File: config.mk
export PLATFORM = sky130hd
export DESIGN_NAME = cr16_reg_dump
export DESIGN_NICKNAME = d
export VERILOG_FILES = /design/src/rtl/cr16_pkg.sv /design/src/rtl/cr16_priority_enc.sv /design/src/rtl/cr16_reg_dump.sv
export SDC_FILE = /design/constraint.sdc
export NUM_CORES = 1
export LEC_CHECK = 0
export CORE_AREA = 2 2 117 119
export CTS_CLUSTER_DIAMETER = 100
export CTS_CLUSTER_SIZE = 10
export DETAILED_ROUTE_END_ITERATION = 8
export DIE_AREA = 0 0 119 121
export HOLD_SLACK_MARGIN = 0.08
export PLACE_DENSITY = 0.85
export SETUP_SLACK_MARGIN = 0.3
export SLEW_MARGIN = 5
export SYNTH_ARGS = -nofsm -noshare
export SYNTH_HDL_FRONTEND = slang
export SYNTH_SLANG_ARGS = --single-unit
File: constraint.sdc
create_clock -name I_CLK -period 3.5 [get_ports I_CLK]
set_input_delay 0.875 -clock I_CLK [delete_from_list [all_inputs] [get_ports I_CLK]]
set_output_delay 0.875 -clock I_CLK [all_outputs]
set_load 0.005 [all_outputs]
File: src/rtl/cr16_pkg.sv
// Shared widths, checksum index and dump FSM encoding for the CR16 register dump.
// The CSUM state exists only when CR16_REG_DUMP_CHECKSUM_EN is defined.
package cr16_pkg;

  localparam int WORD_WIDTH  = 16;
  localparam int REG_COUNT   = 16;
  localparam int INDEX_WIDTH = 4;

  localparam logic [INDEX_WIDTH-1:0] CSUM_INDEX = 4'hF;

  typedef enum logic [1:0] {
    ST_IDLE   = 2'd0,
    ST_STREAM = 2'd1,
`ifdef CR16_REG_DUMP_CHECKSUM_EN
    ST_CSUM   = 2'd2,
`endif
    ST_FINISH = 2'd3
  } dump_state_t;

endpackage

File: src/rtl/cr16_priority_enc.sv
// Combinational priority encoder: index of the lowest set bit plus an any-set flag.
module cr16_priority_enc #(
  parameter int WIDTH       = 16,
  parameter int INDEX_WIDTH = 4
) (
  input  logic [WIDTH-1:0]       vec,
  output logic [INDEX_WIDTH-1:0] index,
  output logic                   any
);

  // Scanning from the top down lets the lowest set bit win the last assignment.
  always_comb begin
    index = '0;
    any   = 1'b0;
    for (int i = WIDTH - 1; i >= 0; i--) begin
      if (vec[i]) begin
        index = INDEX_WIDTH'(i);
        any   = 1'b1;
      end
    end
  end

endmodule

File: src/rtl/cr16_reg_dump.sv
// Streams the masked register-file entries as valid/ready beats, lowest index first.
// Defining CR16_REG_DUMP_CHECKSUM_EN appends an XOR checksum beat at index 4'hF.
module cr16_reg_dump #(
  parameter int WORD_WIDTH = cr16_pkg::WORD_WIDTH,
  parameter int REG_COUNT  = cr16_pkg::REG_COUNT
) (
  input  logic                             I_CLK,
  input  logic                             I_RESET,
  input  logic [WORD_WIDTH-1:0]            I_REG_DATA [REG_COUNT],
  input  logic                             I_START,
  input  logic [REG_COUNT-1:0]             I_MASK,
  input  logic                             I_READY,
  output logic [WORD_WIDTH-1:0]            O_DATA,
  output logic [cr16_pkg::INDEX_WIDTH-1:0] O_INDEX,
  output logic                             O_VALID,
  output logic                             O_LAST,
  output logic                             O_BUSY,
  output logic                             O_DONE
);

  import cr16_pkg::*;

  dump_state_t              state, state_d;
  logic [REG_COUNT-1:0]     pending, pending_d;
  logic [WORD_WIDTH-1:0]    data_q, data_d;
  logic [INDEX_WIDTH-1:0]   index_q, index_d;
  logic                     valid_q, valid_d;
  logic                     last_q, last_d;
  logic                     busy_q, busy_d;
  logic                     done_q, done_d;
`ifdef CR16_REG_DUMP_CHECKSUM_EN
  logic [WORD_WIDTH-1:0]    csum_q, csum_d;
`endif

  logic [REG_COUNT-1:0]     enc_vec;
  logic [REG_COUNT-1:0]     rest;
  logic [INDEX_WIDTH-1:0]   enc_index;
  logic                     enc_any;
  logic                     handshake;
  logic                     final_beat;

  // In IDLE the fresh mask feeds the encoder so the first beat loads on the start edge.
  assign enc_vec   = (state == ST_IDLE) ? I_MASK : pending;
  assign rest      = enc_vec & (enc_vec - REG_COUNT'(1));
  assign handshake = valid_q & I_READY;
`ifdef CR16_REG_DUMP_CHECKSUM_EN
  assign final_beat = 1'b0;
`else
  assign final_beat = ~|rest;
`endif

  cr16_priority_enc #(
    .WIDTH       (REG_COUNT),
    .INDEX_WIDTH (INDEX_WIDTH)
  ) u_enc (
    .vec   (enc_vec),
    .index (enc_index),
    .any   (enc_any)
  );

  always_comb begin
    // NOTE: every signal gets its default first; a path that skipped one would infer a latch.
    state_d   = state;
    pending_d = pending;
    data_d    = data_q;
    index_d   = index_q;
    valid_d   = valid_q;
    last_d    = last_q;
    busy_d    = busy_q;
    done_d    = 1'b0;
`ifdef CR16_REG_DUMP_CHECKSUM_EN
    csum_d    = csum_q;
`endif

    case (state)
      ST_IDLE: begin
        if (I_START) begin
          busy_d = 1'b1;
`ifdef CR16_REG_DUMP_CHECKSUM_EN
          csum_d = '0;
`endif
          if (enc_any) begin
            state_d   = ST_STREAM;
            pending_d = rest;
            data_d    = I_REG_DATA[enc_index];
            index_d   = enc_index;
            valid_d   = 1'b1;
            last_d    = final_beat;
          end else begin
`ifdef CR16_REG_DUMP_CHECKSUM_EN
            state_d = ST_CSUM;
            data_d  = '0;
            index_d = CSUM_INDEX;
            valid_d = 1'b1;
            last_d  = 1'b1;
`else
            state_d = ST_FINISH;
`endif
          end
        end
      end

      ST_STREAM: begin
        if (handshake) begin
`ifdef CR16_REG_DUMP_CHECKSUM_EN
          csum_d = csum_q ^ data_q;
`endif
          // Next set index replaces the accepted beat on the same edge: no bubble.
          if (enc_any) begin
            pending_d = rest;
            data_d    = I_REG_DATA[enc_index];
            index_d   = enc_index;
            valid_d   = 1'b1;
            last_d    = final_beat;
          end else begin
`ifdef CR16_REG_DUMP_CHECKSUM_EN
            state_d = ST_CSUM;
            data_d  = csum_q ^ data_q;
            index_d = CSUM_INDEX;
            valid_d = 1'b1;
            last_d  = 1'b1;
`else
            state_d = ST_FINISH;
            valid_d = 1'b0;
            last_d  = 1'b0;
`endif
          end
        end
      end

`ifdef CR16_REG_DUMP_CHECKSUM_EN
      ST_CSUM: begin
        if (handshake) begin
          state_d = ST_FINISH;
          valid_d = 1'b0;
          last_d  = 1'b0;
        end
      end
`endif

      ST_FINISH: begin
        done_d  = 1'b1;
        busy_d  = 1'b0;
        state_d = ST_IDLE;
      end

      default: state_d = ST_IDLE;
    endcase
  end

  always_ff @(posedge I_CLK) begin
    // NOTE: sequential state uses <= so every register samples pre-edge values.
    if (I_RESET) begin
      state   <= ST_IDLE;
      pending <= '0;
      data_q  <= '0;
      index_q <= '0;
      valid_q <= 1'b0;
      last_q  <= 1'b0;
      busy_q  <= 1'b0;
      done_q  <= 1'b0;
`ifdef CR16_REG_DUMP_CHECKSUM_EN
      csum_q  <= '0;
`endif
    end else begin
      state   <= state_d;
      pending <= pending_d;
      data_q  <= data_d;
      index_q <= index_d;
      valid_q <= valid_d;
      last_q  <= last_d;
      busy_q  <= busy_d;
      done_q  <= done_d;
`ifdef CR16_REG_DUMP_CHECKSUM_EN
      csum_q  <= csum_d;
`endif
    end
  end

  assign O_DATA  = data_q;
  assign O_INDEX = index_q;
  assign O_VALID = valid_q;
  assign O_LAST  = last_q;
  assign O_BUSY  = busy_q;
  assign O_DONE  = done_q;

endmodule
==> metrics.log, run 1 <==
[metrics] status: completed
[metrics] synthesis warning total: 0
[metrics] Design Area, Final: 9250 um2
[metrics] Reg clk slew, reported paths: 70 ps
[metrics] final weighted congestion in routability-driven placement: 1.03
[metrics] area of the die: 14400 um2
[metrics] Net Count, Synth: 1005
[metrics] worst hold-check slack: 468 ps
[metrics] R2R Path Start: state[1]
[metrics] Cell Area, Placed: 8510 um2
[metrics] CTS buffer count: 5
[metrics] DP HPWL: 19700 um
[metrics] pwr dens: 270 nW/um2
[metrics] Critical Path Fanout Max: 3
[metrics] prevailing post-synth register cell: dfxtp_1
[metrics] slew margin rel.: 58.9%
[metrics] leakage dissipation: 3.66 nW
[metrics] clock tree from TritonCTS: built
[metrics] reg2reg end: O_DATA[5]
[metrics] largest net degree at the start of global routing: 31
[metrics] number of global-route vias before repair: 7203
[metrics] actual slew at the worst max-slew pin: 614 ps
[metrics] Antenna Violating Nets Remaining: 0
[metrics] hold crit path type: flip-flop to flip-flop
[metrics] Max Slew Vio Count: 0
[metrics] DRC marker count from the first detailed-route iteration: 630
[metrics] end of the worst hold path: O_INDEX[1]
[metrics] maximum level of the CTS H-tree: 2
[metrics] post-detailed-routing wire length: 25600 um
[metrics] wire length of the first global-routing pass: 38400 um
[metrics] area leader, netlist: dfxtp_1
[metrics] aggregate global-route resource usage: 33.6%
[metrics] fraction of registers with async set or reset after synthesis: 0%
[metrics] startpoint-to-endpoint class of the critical path: input port to flip-flop
[metrics] layout-stage area growth over the synthesis result: 99.9%
[metrics] Avg Synthesized Cell Area: 6.35 um2
[metrics] average routed wire per standard cell: 20.0 um
[metrics] synth cell count leaders: 135 x nand2_1, 134 x nand3_1, 72 x o21ai_0
[metrics] number of I/O pins: 300
[metrics] post-route clock period utilization: 89.8%
[metrics] count of cells along the worst register-to-register path: 9
[metrics] Final Hold Viols: 0
[metrics] number of antenna violations at the first check in global routing: 0
[metrics] Clock Skews: 9.61 ps
[metrics] CP Data Arrival Time: 3350 ps
[metrics] starting density of the core: 35.4%
[metrics] via count of the routed design: 7427
[metrics] # rows: 42
[metrics] core box area: 13100 um2
[metrics] number of inserted filler cells in the final layout: 1053
[metrics] Synth area leaders: dfxtp_1 18%, nand3_1 14%, nand2_1 11%
[metrics] die width: 119 um
[metrics] nets@finish: 1378
[metrics] Pre-Repair DR Iteration Count: 5
[metrics] number of flip-flops and latches in the synthesized netlist: 41
[metrics] worst IR drop on VDD: 0.203 mV
[metrics] cell count after synthesis: 729
[metrics] overall die height: 121 um
[metrics] count of final setup violators: 0
[metrics] count of cells along the worst hold path: 2
[metrics] CTS root buffer: clkbuf_16
[metrics] data required time at the worst endpoint: 3700 ps
[metrics] setup ws final: 356 ps
[metrics] top-area cell type share of the netlist area: 17.7%
[metrics] worst slack, placed: -252 ps
[metrics] number of flops mapped to enable cells by yosys: 0
[metrics] number of I/O port buffers: 299
[metrics] sequential fraction of the synthesis area: 17.7%
[metrics] maxcap violations: 0
[metrics] clock latency at the later pin of the worst-skew pair: 290 ps
[metrics] crit end category: flip-flop
[metrics] buffers from clock root to sink, at most: 2
[metrics] routed via count divided by cell count: 5.80
[metrics] gr ovfl total: 0
[metrics] max frequency: 0.318 GHz
[metrics] count of clock tree sinks: 41
[metrics] unrepaired setup endpoints after global routing: no
[metrics] share of post-route cells with drive strength above 1: 18.0%
[metrics] launching element type of the critical path: input port
[metrics] worst setup slack for register-to-register paths: 390 ps
[metrics] most frequent cell after synthesis: nand2_1
[metrics] number of design rule violations left after detail routing: 0
[metrics] netlist area before placement: 4630 um2
[metrics] number of cells in the design after placement: 1250
[metrics] hold path startpoint: O_INDEX[1]
[metrics] shortest period the worst path allows: 3140 ps
[metrics] number of distinct library cells after synthesis: 60
[metrics] Final Instance Count excl. Fillers: 1280
## layout by cell type, fill, tap and decap left out, types with 4 or more instances in the layout
cell / netlist / layout
nand3_1: 134 / 131
a21oi_4: 0 / 4
o22ai_1: 10 / 9
a21oi_2: 3 / 4
clkdlybuf4s50_1: 0 / 283
dlygate4sd2_1: 0 / 9
dfxtp_1: 41 / 41
or4_4: 1 / 7
a21oi_1: 32 / 27
o31a_1: 5 / 5
a31oi_1: 4 / 4
a311oi_1: 7 / 5
nand2_1: 135 / 135
o21ai_0: 72 / 65
a32oi_1: 11 / 11
nor2_2: 0 / 5
buf_6: 2 / 6
or4_1: 13 / 7
inv_1: 6 / 6
nor2_1: 44 / 36
o211ai_1: 14 / 14
o21ai_1: 4 / 8
dlymetal6s2s_1: 0 / 6
nor3_1: 13 / 12
mux2i_1: 38 / 35
clkbuf_16: 0 / 6
and3_1: 10 / 8
o21ai_2: 1 / 4
a31o_1: 6 / 6
a211oi_1: 6 / 6
buf_4: 3 / 104
buf_12: 0 / 13
nand4_1: 8 / 8
## sequential cells by signal, summed over array words and instances (netlist names)
signal,count
O_BUSY,1
O_DATA,16
O_DONE,1
O_INDEX,4
O_LAST,1
O_VALID,1
pending,15
state,2
## through the flow
step / TNS, ps / utilization (%) / power, mW
after floorplan: 0 / - / 1.12
after global placement: -1770 / 65.1 / 1.84
after detailed placement: -2840 / 65.1 / 1.85
after CTS: 0 / 68.7 / 2.41
after global routing: 0 / 70.6 / 2.62
final: 0 / 70.7 / 2.50
## worst max-delay path, cell delays in order
cell,delay (ps)
dlygate4sd2_1,260
or4_4,510
o31a_1,170
or4_4,480
nor2_4,130
a21oi_2,90
a2111oi_2,360
nand4b_1,190
o31ai_1,280
## final cells by class
cell class                      instances  area [um2]  area share [%]
Timing Repair Buffer                  424        4150            44.9
Multi-Input combinational cell        624        3880            41.9
Sequential cell                        41         821            8.88
Tap cell                              176         220            2.38
Clock buffer                            5         125            1.35
Clock inverter                          3        25.0           0.271
Inverter                                6        22.5           0.244
Antenna cell                            1        2.50          0.0271
## how the worst max path moves through the flow
stage                     from         to  slack (ps)  depth (start not counted)
finish               I_MASK[5]     O_LAST         360                          9
global route        I_MASK[13]  O_DATA[5]         300                          9
floorplan           I_MASK[12]  O_DATA[2]         360                          9
global placement     I_MASK[9]  O_DATA[2]        -160                         10
CTS                  I_MASK[9]  O_DATA[4]         300                          9
detailed placement   I_MASK[9]  O_DATA[5]        -250                         10
## what timing repair did
action	CTS	global route
resized for setup	56	44
pin swaps	29	29
gates cloned	1	1
hold buffers	0	0
setup buffers	13	6
setup endpoints to repair	17	28
## power breakdown
group	leakage (nW)	internal (mW)	switching, mW
logic	3.25	0.788	0.676
clock network	0.0704	0.268	0.216
registers	0.336	0.509	0.0422
## per-layer routing
metal,share of wire (%),global-route usage (%),vias to the layer above
met1,37,38.8,3417
li1,-,-,3478
met5,0,0,-
met2,49,60.2,465
met3,9.6,7.47,67
met4,3.9,13.5,0
## cells by family (layout without fill, tap and decap cells)
family,Yosys count,after routing,share of synthesized area (%)
AND/OR/NAND/NOR,378,378,38.6
AO/OA/AOI/OAI,206,206,28.7
buffers and inverters,64,438,6.30
flip-flops,41,41,17.7
multiplexers,40,40,8.71
other,0,1,0
(Power assumes the default switching activity.)
==> run 2, diff against run 1 <==
--- a/config.mk
+++ b/config.mk
@@ -11,7 +11,7 @@
 export DETAILED_ROUTE_END_ITERATION = 8
 export DIE_AREA = 0 0 119 121
 export HOLD_SLACK_MARGIN = 0.08
-export PLACE_DENSITY = 0.85
+export PLACE_DENSITY = 0.8
 export SETUP_SLACK_MARGIN = 0.3
 export SLEW_MARGIN = 5
 export SYNTH_ARGS = -nofsm -noshare
==> constraint.sdc (replaced) <==
create_clock -name I_CLK -period 3.5 [get_ports I_CLK]
set_input_delay 0.7 -clock I_CLK [delete_from_list [all_inputs] [get_ports I_CLK]]
set_output_delay 0.7 -clock I_CLK [all_outputs]
set_load 0.005 [all_outputs]
==> run 2 against run 1 <==
Against the previous run: sequential power is essentially flat; worst setup slack lost 1.2 ps; sequential share of layout area rose by 0.65 points; critical path type unchanged; power fell by 4.2%; global-route usage fell by 1.2 points; cell area is 6.8% lower; flip-flop and latch count is the same; first-iteration DRC count shrank 2.5%.
==> metrics.log, run 2 (same netlist as run 1, synthesis figures left out) <==
[metrics] worst hold-check slack: 459 ps
[metrics] leakage dissipation: 3.35 nW
[metrics] overall die height: 121 um
[metrics] layout-stage area growth over the synthesis result: 86.2%
[metrics] post-detailed-routing wire length: 24300 um
[metrics] crit end category: flip-flop
[metrics] internal power of the cells: 1.54 mW
[metrics] Post-Route Utilization: 65.8%
[metrics] shortest period the worst path allows: 3150 ps
[metrics] clock tree from TritonCTS: built
[metrics] core box area: 13100 um2
[metrics] final weighted congestion in routability-driven placement: 1.02
[metrics] worst IR drop on VDD: 0.173 mV
[metrics] average routed wire per standard cell: 19.6 um
[metrics] wire length of the first global-routing pass: 36700 um
[metrics] actual slew at the worst max-slew pin: 555 ps
[metrics] routed via count divided by cell count: 5.71
[metrics] post-route clock period utilization: 89.9%
[metrics] gr ovfl total: 0
[metrics] max frequency: 0.318 GHz
[metrics] relative contribution of combinational cells to total power: 53.5%
[metrics] net switching power figure: 0.855 mW
[metrics] post-layout power: 2.40 mW
[metrics] maximum level of the CTS H-tree: 2
[metrics] Antenna Violating Nets Remaining: 0
[metrics] aggregate global-route resource usage: 32.4%
[metrics] sequential fraction of design power: 22.9%
[metrics] number of antenna violations at the first check in global routing: 0
[metrics] number of global-route vias before repair: 6809
[metrics] CP Data Arrival Time: 3320 ps
[metrics] CTS buffer count: 5
[metrics] Clock power frac: 23.7%
[metrics] count of final setup violators: 0
[metrics] pwr dens: 278 nW/um2
[metrics] antenna diode instance count: 0
[metrics] CTS root buffer: clkbuf_16
[metrics] hold crit path type: flip-flop to flip-flop
[metrics] switching share of power: 35.7%
[metrics] leading cell types in the layout, fill and taps excluded: 295 x clkdlybuf4s50_1, 135 x nand2_1, 133 x nand3_1
[metrics] clock latency at the later pin of the worst-skew pair: 300 ps
[metrics] data required time at the worst endpoint: 3670 ps
[metrics] launching element type of the critical path: input port
[metrics] number of I/O port buffers: 299
[metrics] buffers from clock root to sink, at most: 2
[metrics] number of design rule violations left after detail routing: 0
[metrics] DRC marker count from the first detailed-route iteration: 614
[metrics] share of post-route cells with drive strength above 1: 12.5%
[metrics] startpoint-to-endpoint class of the critical path: input port to flip-flop
[metrics] number of inserted filler cells in the final layout: 1144
[metrics] quantity of hold-fixing buffers added after cts: 0
[metrics] status: completed
[metrics] leading cell type in the layout, fill and taps excluded: clkdlybuf4s50_1
[metrics] count of clock tree sinks: 41
[metrics] worst slack, placed: -100 ps
[metrics] Pre-Repair DR Iteration Count: 5
[metrics] maxcap violations: 0
[metrics] setup TNS: 0 ps
[metrics] Max Slew Vio Count: 0
[metrics] worst setup slack for register-to-register paths: 410 ps
[metrics] DP HPWL: 19500 um
[metrics] setup ws final: 355 ps
[metrics] starting density of the core: 35.4%
[metrics] area of the die: 14400 um2
[metrics] Clock Skews: 7.73 ps
[metrics] Reg clk slew, reported paths: 70 ps
[metrics] slew margin rel.: 62.0%
[metrics] FF+latch area: 821 um2
[metrics] via count of the routed design: 7067
[metrics] number of I/O pins: 300
[metrics] Critical Path Fanout Max: 8
[metrics] max reg flops: 16
[metrics] Final Hold Viols: 0
[metrics] largest net degree at the start of global routing: 36
[metrics] nets@finish: 1336
[metrics] # rows: 42
[metrics] unrepaired setup endpoints after global routing: yes
[metrics] combined area of the multi-input logic cells: 3670 um2
[metrics] die width: 119 um
## run 2: changes by cell type in the layout (fill, tap and decap cells not counted), sizes merged
cell | before | now
clkinvlp | 1 | 0
clkdlybuf4s50 | 283 | 295
dlygate4sd2 | 9 | 0
dlymetal6s2s | 6 | 4
diode | 1 | 0
buf | 124 | 83
inv | 7 | 6
bufinv | 0 | 1
clkinv | 1 | 0
## run 2: repair_timing
item / in CTS / in global routing
setup buffers: 1 / 5
pin swaps: 0 / 7
resized for setup: 7 / 28
endpoints found under the setup margin: 16 / 16
cloned: 0 / 0
## run 2: path summary, 6_finish.rpt
check             start          to  depth (start not counted)
max           I_MASK[9]   O_DATA[2]                          9
min          O_INDEX[1]  O_INDEX[1]                          2
max reg2reg    state[0]      O_LAST                         11
min reg2reg  O_INDEX[1]  O_INDEX[1]                          2
## run 2: metal layers
| layer | vias up | wire [um] | global-route usage (%) |
|---|---|---|---|
| met1 | 3216 | 9300 | 37.7 |
| met4 | 0 | 721 | 11.2 |
| met2 | 405 | 12200 | 59.0 |
| met3 | 57 | 2130 | 6.72 |
| met5 | - | 0 | 0 |
| li1 | 3389 | - | - |
## run 2: area by class of cell
cell class                      count  share of cell area, %
Clock buffer                        7                   1.66
Clock inverter                      1                  0.349
Inverter                            6                  0.261
Multi-Input combinational cell    624                   42.6
Sequential cell                    41                   9.53
Tap cell                          176                   2.56
Timing Repair Buffer              382                   43.1
## run 2: critical path: stages
cell and delay (ps):
clkdlybuf4s50_1 450, or4_4 510, o31a_1 150, or4_4 540
nand3_2 130, a21o_4 150, a311oi_1 60, a31o_2 230
or4_1 400
## run 2: through the flow
step / instances / instance area (um2)
floorplan: 729 / 4630
global placement: 1223 / 8260
detailed placement: 1223 / 8260
CTS: 1232 / 8470
global route: 1237 / 8610
finish: 1237 / 8610
## run 2: power by group through the flow
stage / registers, mW / clock network (mW) / logic [mW]
finish: 0.548 / 0.567 / 1.28
floorplan: 0.547 / 0 / 0.574
detailed placement: 0.554 / 0 / 1.23
global route: 0.551 / 0.592 / 1.38
global placement: 0.554 / 0 / 1.23
CTS: 0.544 / 0.572 / 1.25
==> run 3, diff against run 2 <==
--- a/config.mk
+++ b/config.mk
@@ -5,13 +5,14 @@
 export SDC_FILE = /design/constraint.sdc
 export NUM_CORES = 1
 export LEC_CHECK = 0
-export CORE_AREA = 2 2 117 119
+export ABC_AREA = 1
+export CORE_MARGIN = 2
+export CORE_UTILIZATION = 40
 export CTS_CLUSTER_DIAMETER = 100
 export CTS_CLUSTER_SIZE = 10
 export DETAILED_ROUTE_END_ITERATION = 8
-export DIE_AREA = 0 0 119 121
 export HOLD_SLACK_MARGIN = 0.08
-export PLACE_DENSITY = 0.8
+export PLACE_DENSITY = 0.85
 export SETUP_SLACK_MARGIN = 0.3
 export SLEW_MARGIN = 5
 export SYNTH_ARGS = -nofsm -noshare
==> run 3 against run 2 <==
Against the previous run: area after synthesis grew 14%; clock skew shrank 4.1 ps; worst setup slack gained 97 ps; first-iteration DRC count grew 18%; register-to-register slack gained 150 ps; combinational power grew 23%; wire length shrank 1.6%; non-clock buffer count shrank 28; largest cell class unchanged; count of clock-buffer cells in the layout shrank 1; global-route usage shrank 0.77 points; maximum frequency grew 3.2%; hold slack gained 21 ps.
==> metrics.log, run 3 <==
[metrics] status: completed
[metrics] number of global-route vias before repair: 7165
[metrics] netlist area before placement: 5260 um2
[metrics] Final Hold Viols: 0
[metrics] area of the die: 14100 um2
[metrics] buffers from clock root to sink, at most: 2
[metrics] Design Area, Final: 8950 um2
[metrics] Clock Skews: 3.61 ps
[metrics] setup TNS: 0 ps
[metrics] synthesis warning total: 0
[metrics] Antenna Violating Nets Remaining: 0
[metrics] aggregate global-route resource usage: 31.7%
[metrics] number of flip-flops and latches in the synthesized netlist: 41
[metrics] Reg clk slew, reported paths: 60 ps
[metrics] fraction of registers with async set or reset after synthesis: 0%
[metrics] count of final setup violators: 0
[metrics] shortest period the worst path allows: 3050 ps
[metrics] maxcap violations: 0
[metrics] most frequent cell after synthesis: nand2_1
[metrics] R2R Path Start: state[1]
[metrics] unrepaired setup endpoints after global routing: no
[metrics] die width: 119 um
[metrics] leading cell types in the layout, fill and taps excluded: 299 x clkdlybuf4s50_1, 277 x nand2_1, 250 x nand3_1
[metrics] hold crit path type: flip-flop to flip-flop
[metrics] hold path startpoint: pending[12]
[metrics] count of cells along the worst hold path: 2
[metrics] DRC marker count from the first detailed-route iteration: 727
[metrics] number of distinct library cells after synthesis: 31
[metrics] cell repeated most along the worst path: nand2_1
[metrics] count of clock tree sinks: 41
[metrics] Pre-Repair DR Iteration Count: 6
[metrics] end of the worst hold path: pending[12]
[metrics] Cell Area, Placed: 8490 um2
[metrics] area leader, netlist: nand3_1
[metrics] wire length of the first global-routing pass: 36200 um
[metrics] CP Data Arrival Time: 3230 ps
[metrics] Max Slew Vio Count: 0
[metrics] routed via count divided by cell count: 5.27
[metrics] post-detailed-routing wire length: 23900 um
[metrics] Post-Route Utilization: 70.4%
[metrics] maximum level of the CTS H-tree: 2
[metrics] Slowest-stage cell, CP: clkdlybuf4s50_1
[metrics] slew margin rel.: 46.8%
[metrics] average routed wire per standard cell: 16.2 um
[metrics] via count of the routed design: 7767
[metrics] largest net degree at the start of global routing: 83
[metrics] Critical Path Fanout Max: 16
[metrics] number of antenna violations at the first check in global routing: 3
[metrics] max frequency: 0.328 GHz
[metrics] number of I/O port buffers: 299
[metrics] core box area: 12700 um2
[metrics] critical path cell sequence: clkdlybuf4s50_1, or2_1, o21ai_1, nand2_1, nand2_1, nand2_1, nand2_1, nand2_1, nand2_1, nand2_1, nand2_1, nand2_1, nand2_1, nand2_2, nand2_8, buf_4, clkbuf_16, nand3b_1, nand3_1, nand3_1, nand3_1, nand3_1, nand2_1, inv_1
[metrics] leading cell type in the layout, fill and taps excluded: clkdlybuf4s50_1
[metrics] gr ovfl total: 0
[metrics] number of design rule violations left after detail routing: 0
[metrics] data required time at the worst endpoint: 3680 ps
[metrics] CTS buffer count: 5
[metrics] sequential fraction of the synthesis area: 15.6%
[metrics] top-area cell type share of the netlist area: 24.0%
[metrics] max reg flops: 16
[metrics] DP HPWL: 18100 um
[metrics] startpoint-to-endpoint class of the critical path: input port to flip-flop
[metrics] Final Instance Count excl. Fillers: 1474
[metrics] share of post-route cells with drive strength above 1: 7.54%
[metrics] clock latency at the later pin of the worst-skew pair: 280 ps
[metrics] number of flops mapped to enable cells by yosys: 0
[metrics] number of cells in the design after placement: 1446
[metrics] Avg Synthesized Cell Area: 5.20 um2
[metrics] worst setup slack for register-to-register paths: 560 ps
[metrics] worst IR drop on VDD: 0.252 mV
[metrics] pwr dens: 289 nW/um2
[metrics] # rows: 41
[metrics] launching element type of the critical path: input port
[metrics] Synth area leaders: nand3_1 24%, nand2_1 20%, dfxtp_1 16%
[metrics] Net Count, Synth: 1287
[metrics] post-route clock period utilization: 87.1%
[metrics] starting density of the core: 41.3%
[metrics] count of cells along the worst register-to-register path: 12
[metrics] synth cell count leaders: 280 x nand2_1, 252 x nand3_1, 159 x inv_1
[metrics] buffer and inverter count on the worst path: 4
[metrics] actual slew at the worst max-slew pin: 799 ps
[metrics] leakage dissipation: 4.39 nW
[metrics] cell count after synthesis: 1011
[metrics] number of I/O pins: 300
[metrics] overall die height: 119 um
[metrics] nets@finish: 1574
[metrics] final weighted congestion in routability-driven placement: 0.926
[metrics] CTS root buffer: clkbuf_16
[metrics] prevailing post-synth register cell: dfxtp_1
[metrics] delay of the slowest critical-path stage: 390 ps
[metrics] clock tree from TritonCTS: built
[metrics] kind of cell with the highest combined delay on the critical path: simple AND/OR/NAND/NOR gates
[metrics] crit end category: flip-flop
[metrics] reg2reg end: O_DATA[1]
[metrics] layout-stage area growth over the synthesis result: 70.3%
run 3: cell types whose count changed in the layout (fill, tap and decap cells not counted), moves of 11 or more:
cell | before | now
nand2_1 | 135 | 277
o21ai_0 | 71 | 25
inv_1 | 6 | 158
mux2i_1 | 37 | 0
a32oi_1 | 11 | 0
nand3b_1 | 2 | 24
nand3_1 | 133 | 250
nor3_1 | 12 | 1
a21oi_1 | 29 | 42
o21ai_1 | 3 | 24
buf_4 | 75 | 37
run 3: final cells by class:
| type | instances | area (um2) |
|---|---|---|
| fill | 1155 | 3770 |
| antenna | 3 | 7.51 |
| tap | 172 | 215 |
| clock inverter | 2 | 10.0 |
| sequential | 41 | 821 |
| timing repair buffer | 354 | 3620 |
| inverter | 163 | 612 |
| clock buffer | 6 | 129 |
| multi-input combinational | 733 | 3530 |
run 3: kinds of logic (layout without fill, tap and decap cells):
logic type / after synthesis / count (layout) / share of synthesized area, %
and+or+nand+nor: 620 / 621 / 53.5
DFF: 41 / 41 / 15.6
AOI/OAI and AO/OA: 112 / 112 / 11.6
buffers and inverters: 238 / 525 / 19.3
other: 0 / 3 / 0
run 3: where the power goes:
part,internal [mW],switching [mW]
combinational,0.766,0.807
sequential,0.523,0.0376
clock,0.262,0.188
run 3: repair_timing:
item,CTS,global route
resized for setup,0,22
hold buffers,0,0
endpoints found under the setup margin,0,17
hold endpoints to repair,0,0
buffers inserted,0,11
run 3: through the flow:
stage          worst slack, ps  power [mW]  hold slack, ps
3_3_place_gp               134        1.99             454
5_1_grt                    282        2.75             495
2_1_floorplan              854        1.35             436
3_5_place_dp              95.5        2.00             466
6_report                   452        2.58             479
4_1_cts                    368        2.46             474
run 3: tightest hold or removal path, delay by kind of cell, from the launching register on:
kind / cells / cell delay (ps)
AO/OA/AOI/OAI: 1 / 50
AND/OR/NAND/NOR: 1 / 70
flip-flops: 1 / 310
run 3: worst max path at each step:
stage	start	end	slack (ps)	depth (start not counted)
floorplan	I_MASK[4]	O_DATA[4]	850	19
finish	I_MASK[12]	O_DATA[3]	450	24
global route	I_MASK[14]	O_DATA[1]	280	28
CTS	I_MASK[5]	O_LAST	370	16
detailed placement	I_MASK[5]	O_LAST	100	16
global placement	I_MASK[5]	O_LAST	130	16
run 3: routing by layer:
layer	share of wire, %	GRT usage [%]	vias to the layer above
li1	-	-	3814
met1	38	38.3	3475
met5	0	0	-
met3	9.7	7.00	67
met2	48	53.9	411
met4	4.2	13.2	0
